$ cat config.mk
export PLATFORM = sky130hd
export DESIGN_NAME = sync_fifo
export DESIGN_NICKNAME = d
export VERILOG_FILES = /design/src/rtl/sync_fifo.sv
export SDC_FILE = /design/constraint.sdc
export NUM_CORES = 1
export LEC_CHECK = 0
export ABC_CLOCK_PERIOD_IN_PS = 2900
export BUFFER_PORTS_ARGS = -buffer_cell sky130_fd_sc_hd__buf_2
export CAP_MARGIN = 20
export CORE_MARGIN = 3
export CORE_UTILIZATION = 34
export CTS_CLUSTER_SIZE = 28
export DETAILED_ROUTE_END_ITERATION = 16
export GPL_TIMING_DRIVEN = 0
export REMOVE_ABC_BUFFERS = 1
export SLEW_MARGIN = 0
export SYNTH_ARGS = -nofsm -noshare
export SYNTH_HDL_FRONTEND = slang
export SYNTH_SLANG_ARGS = --single-unit
export TNS_END_PERCENT = 50
$ cat constraint.sdc
create_clock -name clk -period 2.9 [get_ports clk]
set_input_delay 0.58 -clock clk [delete_from_list [all_inputs] [get_ports clk]]
set_output_delay 0.58 -clock clk [all_outputs]
set_load 0.05 [all_outputs]
$ cat src/rtl/sync_fifo.sv
// sync_fifo: single-clock FIFO with count-decoded empty/full flags and registered read data
// Ports:
//   clk        clock, all state updates on posedge
//   rst_n      asynchronous active-low reset
//   wr_en      write request, accepted when not full or when paired with a read
//   wr_data    word stored on an accepted write
//   rd_en      read request, accepted when not empty
//   rd_data    registered read data, updated one cycle after an accepted read
//   fifo_empty high when count = 0
//   fifo_full  high when count = DEPTH
//   count      occupancy 0..DEPTH
// Optional: define SYNC_FIFO_ASSERT_EN to compile overflow/underflow/count immediate assertions.
module sync_fifo #(
  parameter int DATA_W = 8,
  parameter int DEPTH = 8,
  localparam int ADDR_W = $clog2(DEPTH)
) (
  input  logic              clk,
  input  logic              rst_n,
  input  logic              wr_en,
  input  logic [DATA_W-1:0] wr_data,
  input  logic              rd_en,
  output logic [DATA_W-1:0] rd_data,
  output logic              fifo_empty,
  output logic              fifo_full,
  output logic [ADDR_W:0]   count
);
  logic [DATA_W-1:0] mem [DEPTH];
  logic [ADDR_W-1:0] wr_ptr_q, wr_ptr_d, rd_ptr_q, rd_ptr_d;
  logic [ADDR_W:0]   count_q, count_d;
  logic [DATA_W-1:0] rd_data_q, rd_data_d;
  logic              wr_acc, rd_acc;
  assign fifo_empty = count_q == '0;
  assign fifo_full  = count_q == (ADDR_W+1)'(DEPTH);
  assign count      = count_q;
  assign rd_data    = rd_data_q;
  // A paired read frees the slot the write lands in, so a full FIFO still accepts the write.
  assign wr_acc = wr_en & (~fifo_full | rd_en);
  assign rd_acc = rd_en & ~fifo_empty;
  always_comb begin
    wr_ptr_d  = wr_acc ? wr_ptr_q + ADDR_W'(1) : wr_ptr_q;
    rd_ptr_d  = rd_acc ? rd_ptr_q + ADDR_W'(1) : rd_ptr_q;
    rd_data_d = rd_acc ? mem[rd_ptr_q] : rd_data_q;
    count_d   = (wr_acc & ~rd_acc) ? count_q + (ADDR_W+1)'(1) :
                (rd_acc & ~wr_acc) ? count_q - (ADDR_W+1)'(1) : count_q;
  end
  always_ff @(posedge clk or negedge rst_n) begin
    if (!rst_n) begin
      wr_ptr_q  <= '0;
      rd_ptr_q  <= '0;
      count_q   <= '0;
      rd_data_q <= '0;
    end else begin
      wr_ptr_q  <= wr_ptr_d;
      rd_ptr_q  <= rd_ptr_d;
      count_q   <= count_d;
      rd_data_q <= rd_data_d;
    end
  end
  // Storage is deliberately unreset; reads only ever reach written entries.
  always_ff @(posedge clk) begin
    if (wr_acc) mem[wr_ptr_q] <= wr_data;
  end
`ifdef SYNC_FIFO_ASSERT_EN
  always @(posedge clk) begin
    if (rst_n) begin
      assert (!(wr_en && fifo_full && !rd_en)) else $error("overflow");
      assert (!(rd_en && fifo_empty)) else $error("underflow");
      assert (count_q <= (ADDR_W+1)'(DEPTH)) else $error("count out of range");
    end
  end
`endif
endmodule

# Yosys cells after proc, flatten, opt, wreduce, memory -nomap -nowiden
# Memories as Yosys holds them, arrays and structs flattened. A register that Yosys moved wholly into a read port is not among the register bits.
# Index checks and enable logic that the tools add are counted.
[word_totals] mem_bits_rw=64 output_inout_bits=14 input_bits=12 reg_bits=10 word_cells=25 mem_count=1
[mem_list] memory="mem" depth=8 word_bits=8 rd=1 rd_clocked_by_memory_dff=1 write_ports=1 line="28" text="logic [DATA_W-1:0] mem [DEPTH];"
[classes] bitwise=9 add_sub_neg=4 n_eq_ne=1 n_reduce_logical=3 mux=4
[ops] operator="4-bit 2-to-1 mux" count=2
[ops] operator="3-bit by 1-bit adder with 3-bit output (second input constant)" count=2
[ops] operator="4-bit by 1-bit adder with 4-bit output (second input constant)" count=1
[ops] operator="1-bit AND" count=4
[ops] operator="4-bit equality test (second input constant)" count=1
[ops] operator="4-bit logical NOT" count=1
[ops] operator="1-bit inverter" count=4
[ops] operator="4-bit by 1-bit subtractor with 4-bit output (second input constant)" count=1
[ops] operator="1-bit 2-to-1 mux" count=2
[ops] operator="2-bit nonzero test" count=1
[ops] operator="1-bit logical NOT" count=1
[ops] operator="1-bit OR" count=1

# Longest topological paths before layout
[logic_depth] depth_word=8 mapped_depth=10

# Worst setup path after synthesis
# Ideal clock, no wire load.
[synth_timing] path_type="reg2reg" start="register count_q[0], in the netlist count[0]" end="register count_q[3], in the netlist count[3]" arrival_time_ns=3.988 synth_period_minus_slack_ns=4.124 t_required_ns=2.764 n_path_buf=1 setup_time_ns=0.136 stages_incl_launch_ff=10 path_slack_ns=-1.224 cell_sequence="dfrtp_1 nor4_1 nand2b_1 buf_2 ha_1 inv_1 ha_1 a21o_2 a2111oi_0 o31ai_1"
[synth_rtl] item="start, declared" line="30" text="logic [ADDR_W:0] count_q, count_d;"
[synth_rtl] item="start signal, assigned" line="56" text="count_q <= count_d;"
[synth_rtl] item="4-bit logical NOT *" line="33" text="assign fifo_empty = count_q == '0;"
[synth_rtl] item="net fifo_empty" line="24" text="output logic fifo_empty,"
[synth_rtl] item="1-bit inverter *" line="39" text="assign rd_acc = rd_en & ~fifo_empty;"
[synth_rtl] item="1-bit AND *" line="39"
[synth_rtl] item="1-bit inverter" line="44" text="count_d = (wr_acc & ~rd_acc) ? count_q + (ADDR_W+1)'(1) :"
[synth_rtl] item="1-bit AND" line="44"
[synth_rtl] item="4-bit 2-to-1 mux / 2-bit nonzero test (equally long branches)"
# The timed path passes the listed nets; every way through them passes the cells marked *. The select of a mux whose other input is x is not followed.
# A chain may end at the register's enable or synchronous reset.

# Final worst setup path
[layout_timing] start="register count_q[0], in the netlist count[0]" end="register count_q[3], in the netlist count[3]"
[layout_via] elab_chain_cells=7
[layout_rtl] item="4-bit equality test *" line="34" text="assign fifo_full = count_q == (ADDR_W+1)'(DEPTH);"
[layout_rtl] item="1-bit inverter *" line="38" text="assign wr_acc = wr_en & (~fifo_full | rd_en);"
[layout_rtl] item="1-bit OR *" line="38"
[layout_rtl] item="1-bit AND *" line="38"
[layout_rtl] item="net wr_acc" line="32" text="logic wr_acc, rd_acc;"
[layout_rtl] item="1-bit inverter" line="45" text="(rd_acc & ~wr_acc) ? count_q - (ADDR_W+1)'(1) : count_q;"
[layout_rtl] item="1-bit AND" line="45"
[layout_rtl] item="2-bit nonzero test (no line)"
# Marks and branches as above.

==> impl_summary.txt <==
----------------------------------------------------
[CTS]
  Num Clock Sinks ... 82
  CTS root buffer ... sky130_fd_sc_hd__clkbuf_8
  Cts bufs inserted ... 9
  Hold-fix buffers, CTS ... 0
  Post-CTS clock slew at the launch and capture registers of the worst setup and hold paths ... 0.09 ns
  Later-pin clock latency in the skew report ... 0.35 ns
  Number of buffers on the longest clock path ... 2
  CTS tree ... yes
  H-tree levels ... 3

[Cells and area]
  Leading cell types in the layout, fill and taps excluded ... sky130_fd_sc_hd__edfxtp_1 (64), sky130_fd_sc_hd__buf_2 (25), sky130_fd_sc_hd__mux2_2 (18)
  Fraction of layout instances using a drive strength above 1 ... 32.0%
  Commonest non-fill, non-tap cell in the layout ... sky130_fd_sc_hd__edfxtp_1
  NumNets Final ... 260
  Post-Layout Cell Count ... 376
  Signed area change from the synthesized netlist to the final layout ... 16.4%
  Non-Filler Cell Area, Final ... 0.00392 mm^2
  Number of antenna repair diodes ... 0

[Placed design]
  Detailed placer's ending HPWL ... 4000 um
  Number of placed instances with taps included ... 357
  Placed Area ... 0.00362 mm^2
  Port-buffer cells ... 25
  Final estimated routing congestion in global placement ... 0.757

[Synthesis]
  Summed instance area of the synthesized netlist ... 0.00336 mm^2
  Total number of yosys warnings ... 0
  Number of synthesized register bits ... 82
  Number of instances in the synthesized netlist ... 211
  Post-synth cell types ... 32
  Average instance area after synthesis ... 15.9 um^2
  Sequential cell area fraction in the yosys report ... 70.6%

[Drt]
  Post-Route WL ... 6680 um
  Violation count after the first detailed-route iteration ... 69
  Detailed-route via count ... 1840
  Vias per std cell ... 4.89
  DR DRC count ... 0
  Number of detailed-route iterations in the first pass ... 4
  Count of antenna-violating nets left after detailed routing ... 0
  Wire length per cell after detailed routing ... 17.8 um

[Floorplanning]
  Area inside the core boundary ... 0.00942 mm^2
  Top-level I/O count ... 26
  Initial Util ... 35.7%
  DIE HEIGHT ... 105 um
  Area of the die ... 0.0111 mm^2
  Die Span X ... 105 um
  Placement row count ... 35

[Critical path]
  Crit path launch type ... register
  Required time worst endpoint ... 3.14 ns
  Critical path capture point type ... register
  Length in cells of the worst reg-to-reg path ... 10
  Worst-path maximum fanout ... 6
  Signal arrival time at the worst endpoint ... 2.99 ns
  Critical path class ... register to register

[Worst hold path]
  Kind of path behind the tightest hold check ... primary input to asynchronous set/reset pin

[Job]
  Total of max-cap violations ... 0

[Timing]
  Remaining max-slew budget at the tightest pin ... 38.9%
  Time the worst path needs with I/O delays and setup ... 2.75 ns
  Maximum frequency from static timing analysis ... 0.363 GHz
  Total negative setup slack ... 0 ns
  Number of pins with negative max-slew slack in the final report ... 0
  Hold slack final ... 0.161 ns
  Final Setup Violations ... 0
  Setup clock skew after layout ... 0.0128 ns
  Tightest Pin Transition ... 0.913 ns
  Final cycle utilization of the critical path ... 94.9%
  Number of hold-slack violations in the final timing report ... 0

[Global route]
  Global router's overall resource usage ... 12.6%
  Vias in the first global route ... 1914
  Overflow left after global routing ... 0
  Initial antenna violation count ... 0
  Global-route wire length before repair ... 10300 um
  Pin count of the biggest net entering global routing ... 35

[Run status]
  Run status ... finished clean

[Power]
  Power density of the placed cells ... 1090 mW/mm^2
  Total leakage power ... 1.43 nW
  Post-layout total power ... 0.00427 W
  Maximum VDD drop ... 0.000291 V

----------------------------------------------------
==> synthesized netlist by cell type <==
master / count / area share, %
sky130_fd_sc_hd__a2111oi_0: 1 / 0.26
sky130_fd_sc_hd__a21o_2: 1 / 0.26
sky130_fd_sc_hd__a21oi_1: 1 / 0.15
sky130_fd_sc_hd__a221o_1: 8 / 2.4
sky130_fd_sc_hd__buf_1: 2 / 0.22
sky130_fd_sc_hd__buf_2: 2 / 0.30
sky130_fd_sc_hd__buf_4: 2 / 0.45
sky130_fd_sc_hd__buf_6: 2 / 0.67
sky130_fd_sc_hd__clkbuf_1: 1 / 0.11
sky130_fd_sc_hd__dfrtp_1: 18 / 13
sky130_fd_sc_hd__edfxtp_1: 64 / 57
sky130_fd_sc_hd__fa_1: 1 / 0.60
sky130_fd_sc_hd__ha_1: 5 / 1.9
sky130_fd_sc_hd__inv_1: 3 / 0.33
sky130_fd_sc_hd__inv_2: 1 / 0.11
sky130_fd_sc_hd__mux2_2: 18 / 6.0
sky130_fd_sc_hd__mux2i_1: 17 / 5.1
sky130_fd_sc_hd__nand2_1: 17 / 1.9
sky130_fd_sc_hd__nand2_2: 1 / 0.19
sky130_fd_sc_hd__nand2b_1: 4 / 0.74
sky130_fd_sc_hd__nor2_1: 5 / 0.56
sky130_fd_sc_hd__nor2b_1: 1 / 0.19
sky130_fd_sc_hd__nor3_1: 7 / 1.0
sky130_fd_sc_hd__nor4_1: 2 / 0.37
sky130_fd_sc_hd__o21ai_0: 9 / 1.3
sky130_fd_sc_hd__o21ai_1: 1 / 0.15
sky130_fd_sc_hd__o21ai_4: 1 / 0.48
sky130_fd_sc_hd__o22ai_1: 8 / 1.5
sky130_fd_sc_hd__o31ai_1: 1 / 0.22
sky130_fd_sc_hd__or4b_4: 1 / 0.41
sky130_fd_sc_hd__xnor2_1: 5 / 1.3
sky130_fd_sc_hd__xor2_1: 1 / 0.26
==> power by group <==
part | switching, W | leakage (nW) | internal, W
combinational | 0.000884 | 0.514 | 0.000573
clock | 0.000396 | 0.120 | 0.000594
sequential | 0.000284 | 0.792 | 0.00154
==> logic make-up after synthesis <==
| logic type | synth area share, % |
|---|---|
| XOR/XNOR | 1.56 |
| buffers and inverters | 2.20 |
| multiplexers | 11.1 |
| AO/OA/AOI/OAI | 6.74 |
| flip-flops | 70.6 |
| adder cells (fa/ha/maj) | 2.46 |
| AND/OR/NAND/NOR | 5.40 |
==> metrics by stage <==
stage,setup WS (ns),utilization [%]
after floorplan,-1.43,-
after global placement,-0.233,38.1
after detailed placement,-0.287,38.5
after CTS,0.00134,41.2
after global routing,-0.0207,41.6
final,0.147,41.6
==> layout make-up <==
| type | count | area [um^2] |
|---|---|---|
| Clock buffer | 11 | 141 |
| Multi-Input combinational cell | 117 | 971 |
| Fill cell | 874 | 5500 |
| Tap cell | 129 | 161 |
| Clock inverter | 5 | 103 |
| Timing Repair Buffer | 28 | 148 |
| Sequential cell | 82 | 2380 |
| Inverter | 4 | 15.0 |
==> worst max-delay path, stage by stage, from the launching register on <==
cell and delay, ns:
sky130_fd_sc_hd__dfrtp_2 0.47, sky130_fd_sc_hd__or4b_4 0.57, sky130_fd_sc_hd__o21ai_4 0.19, sky130_fd_sc_hd__inv_2 0.08, sky130_fd_sc_hd__ha_1 0.26, sky130_fd_sc_hd__inv_2 0.12
sky130_fd_sc_hd__ha_1 0.23, sky130_fd_sc_hd__a21o_2 0.23, sky130_fd_sc_hd__a21oi_1 0.19, sky130_fd_sc_hd__mux2i_1 0.21, sky130_fd_sc_hd__o31ai_1 0.09
==> timing repair <==
action,in CTS,in global routing
buffers inserted,1,1
gates resized for setup,2,6
pin swaps,1,0
setup endpoints to repair,1,1
cloned,0,1
==> layer usage <==
metal  part of all wire [%]  vias to the layer above  GRT usage (%)
li1                       -                      873              -
met3                    3.7                       10           2.69
met5                      0                        -              0
met2                     48                       42           20.3
met1                     46                      915           16.0
met4                    1.9                        0           6.37
==> path summary, 6_finish.rpt <==
| check | slack (ns) | end | startpoint |
|---|---|---|---|
| max | 0.15 | count[3] | count[0] |
| min | 0.16 | count[3] | rst_n |
| max reg2reg | 0.15 | count[3] | count[0] |
| min reg2reg | 0.48 | rd_data[0] | rd_data[0] |
| max in group asynchronous | 2.40 | rd_ptr_q[0] | rst_n |
| min in group clk | 0.48 | rd_data[0] | rd_data[0] |
==> sequential cells by signal, summed over array words and instances (netlist names) <==
name / cells
mem: 64
rd_data: 8
count: 4
rd_ptr_q: 3
wr_ptr_q: 3
(Power assumes the default switching activity.)
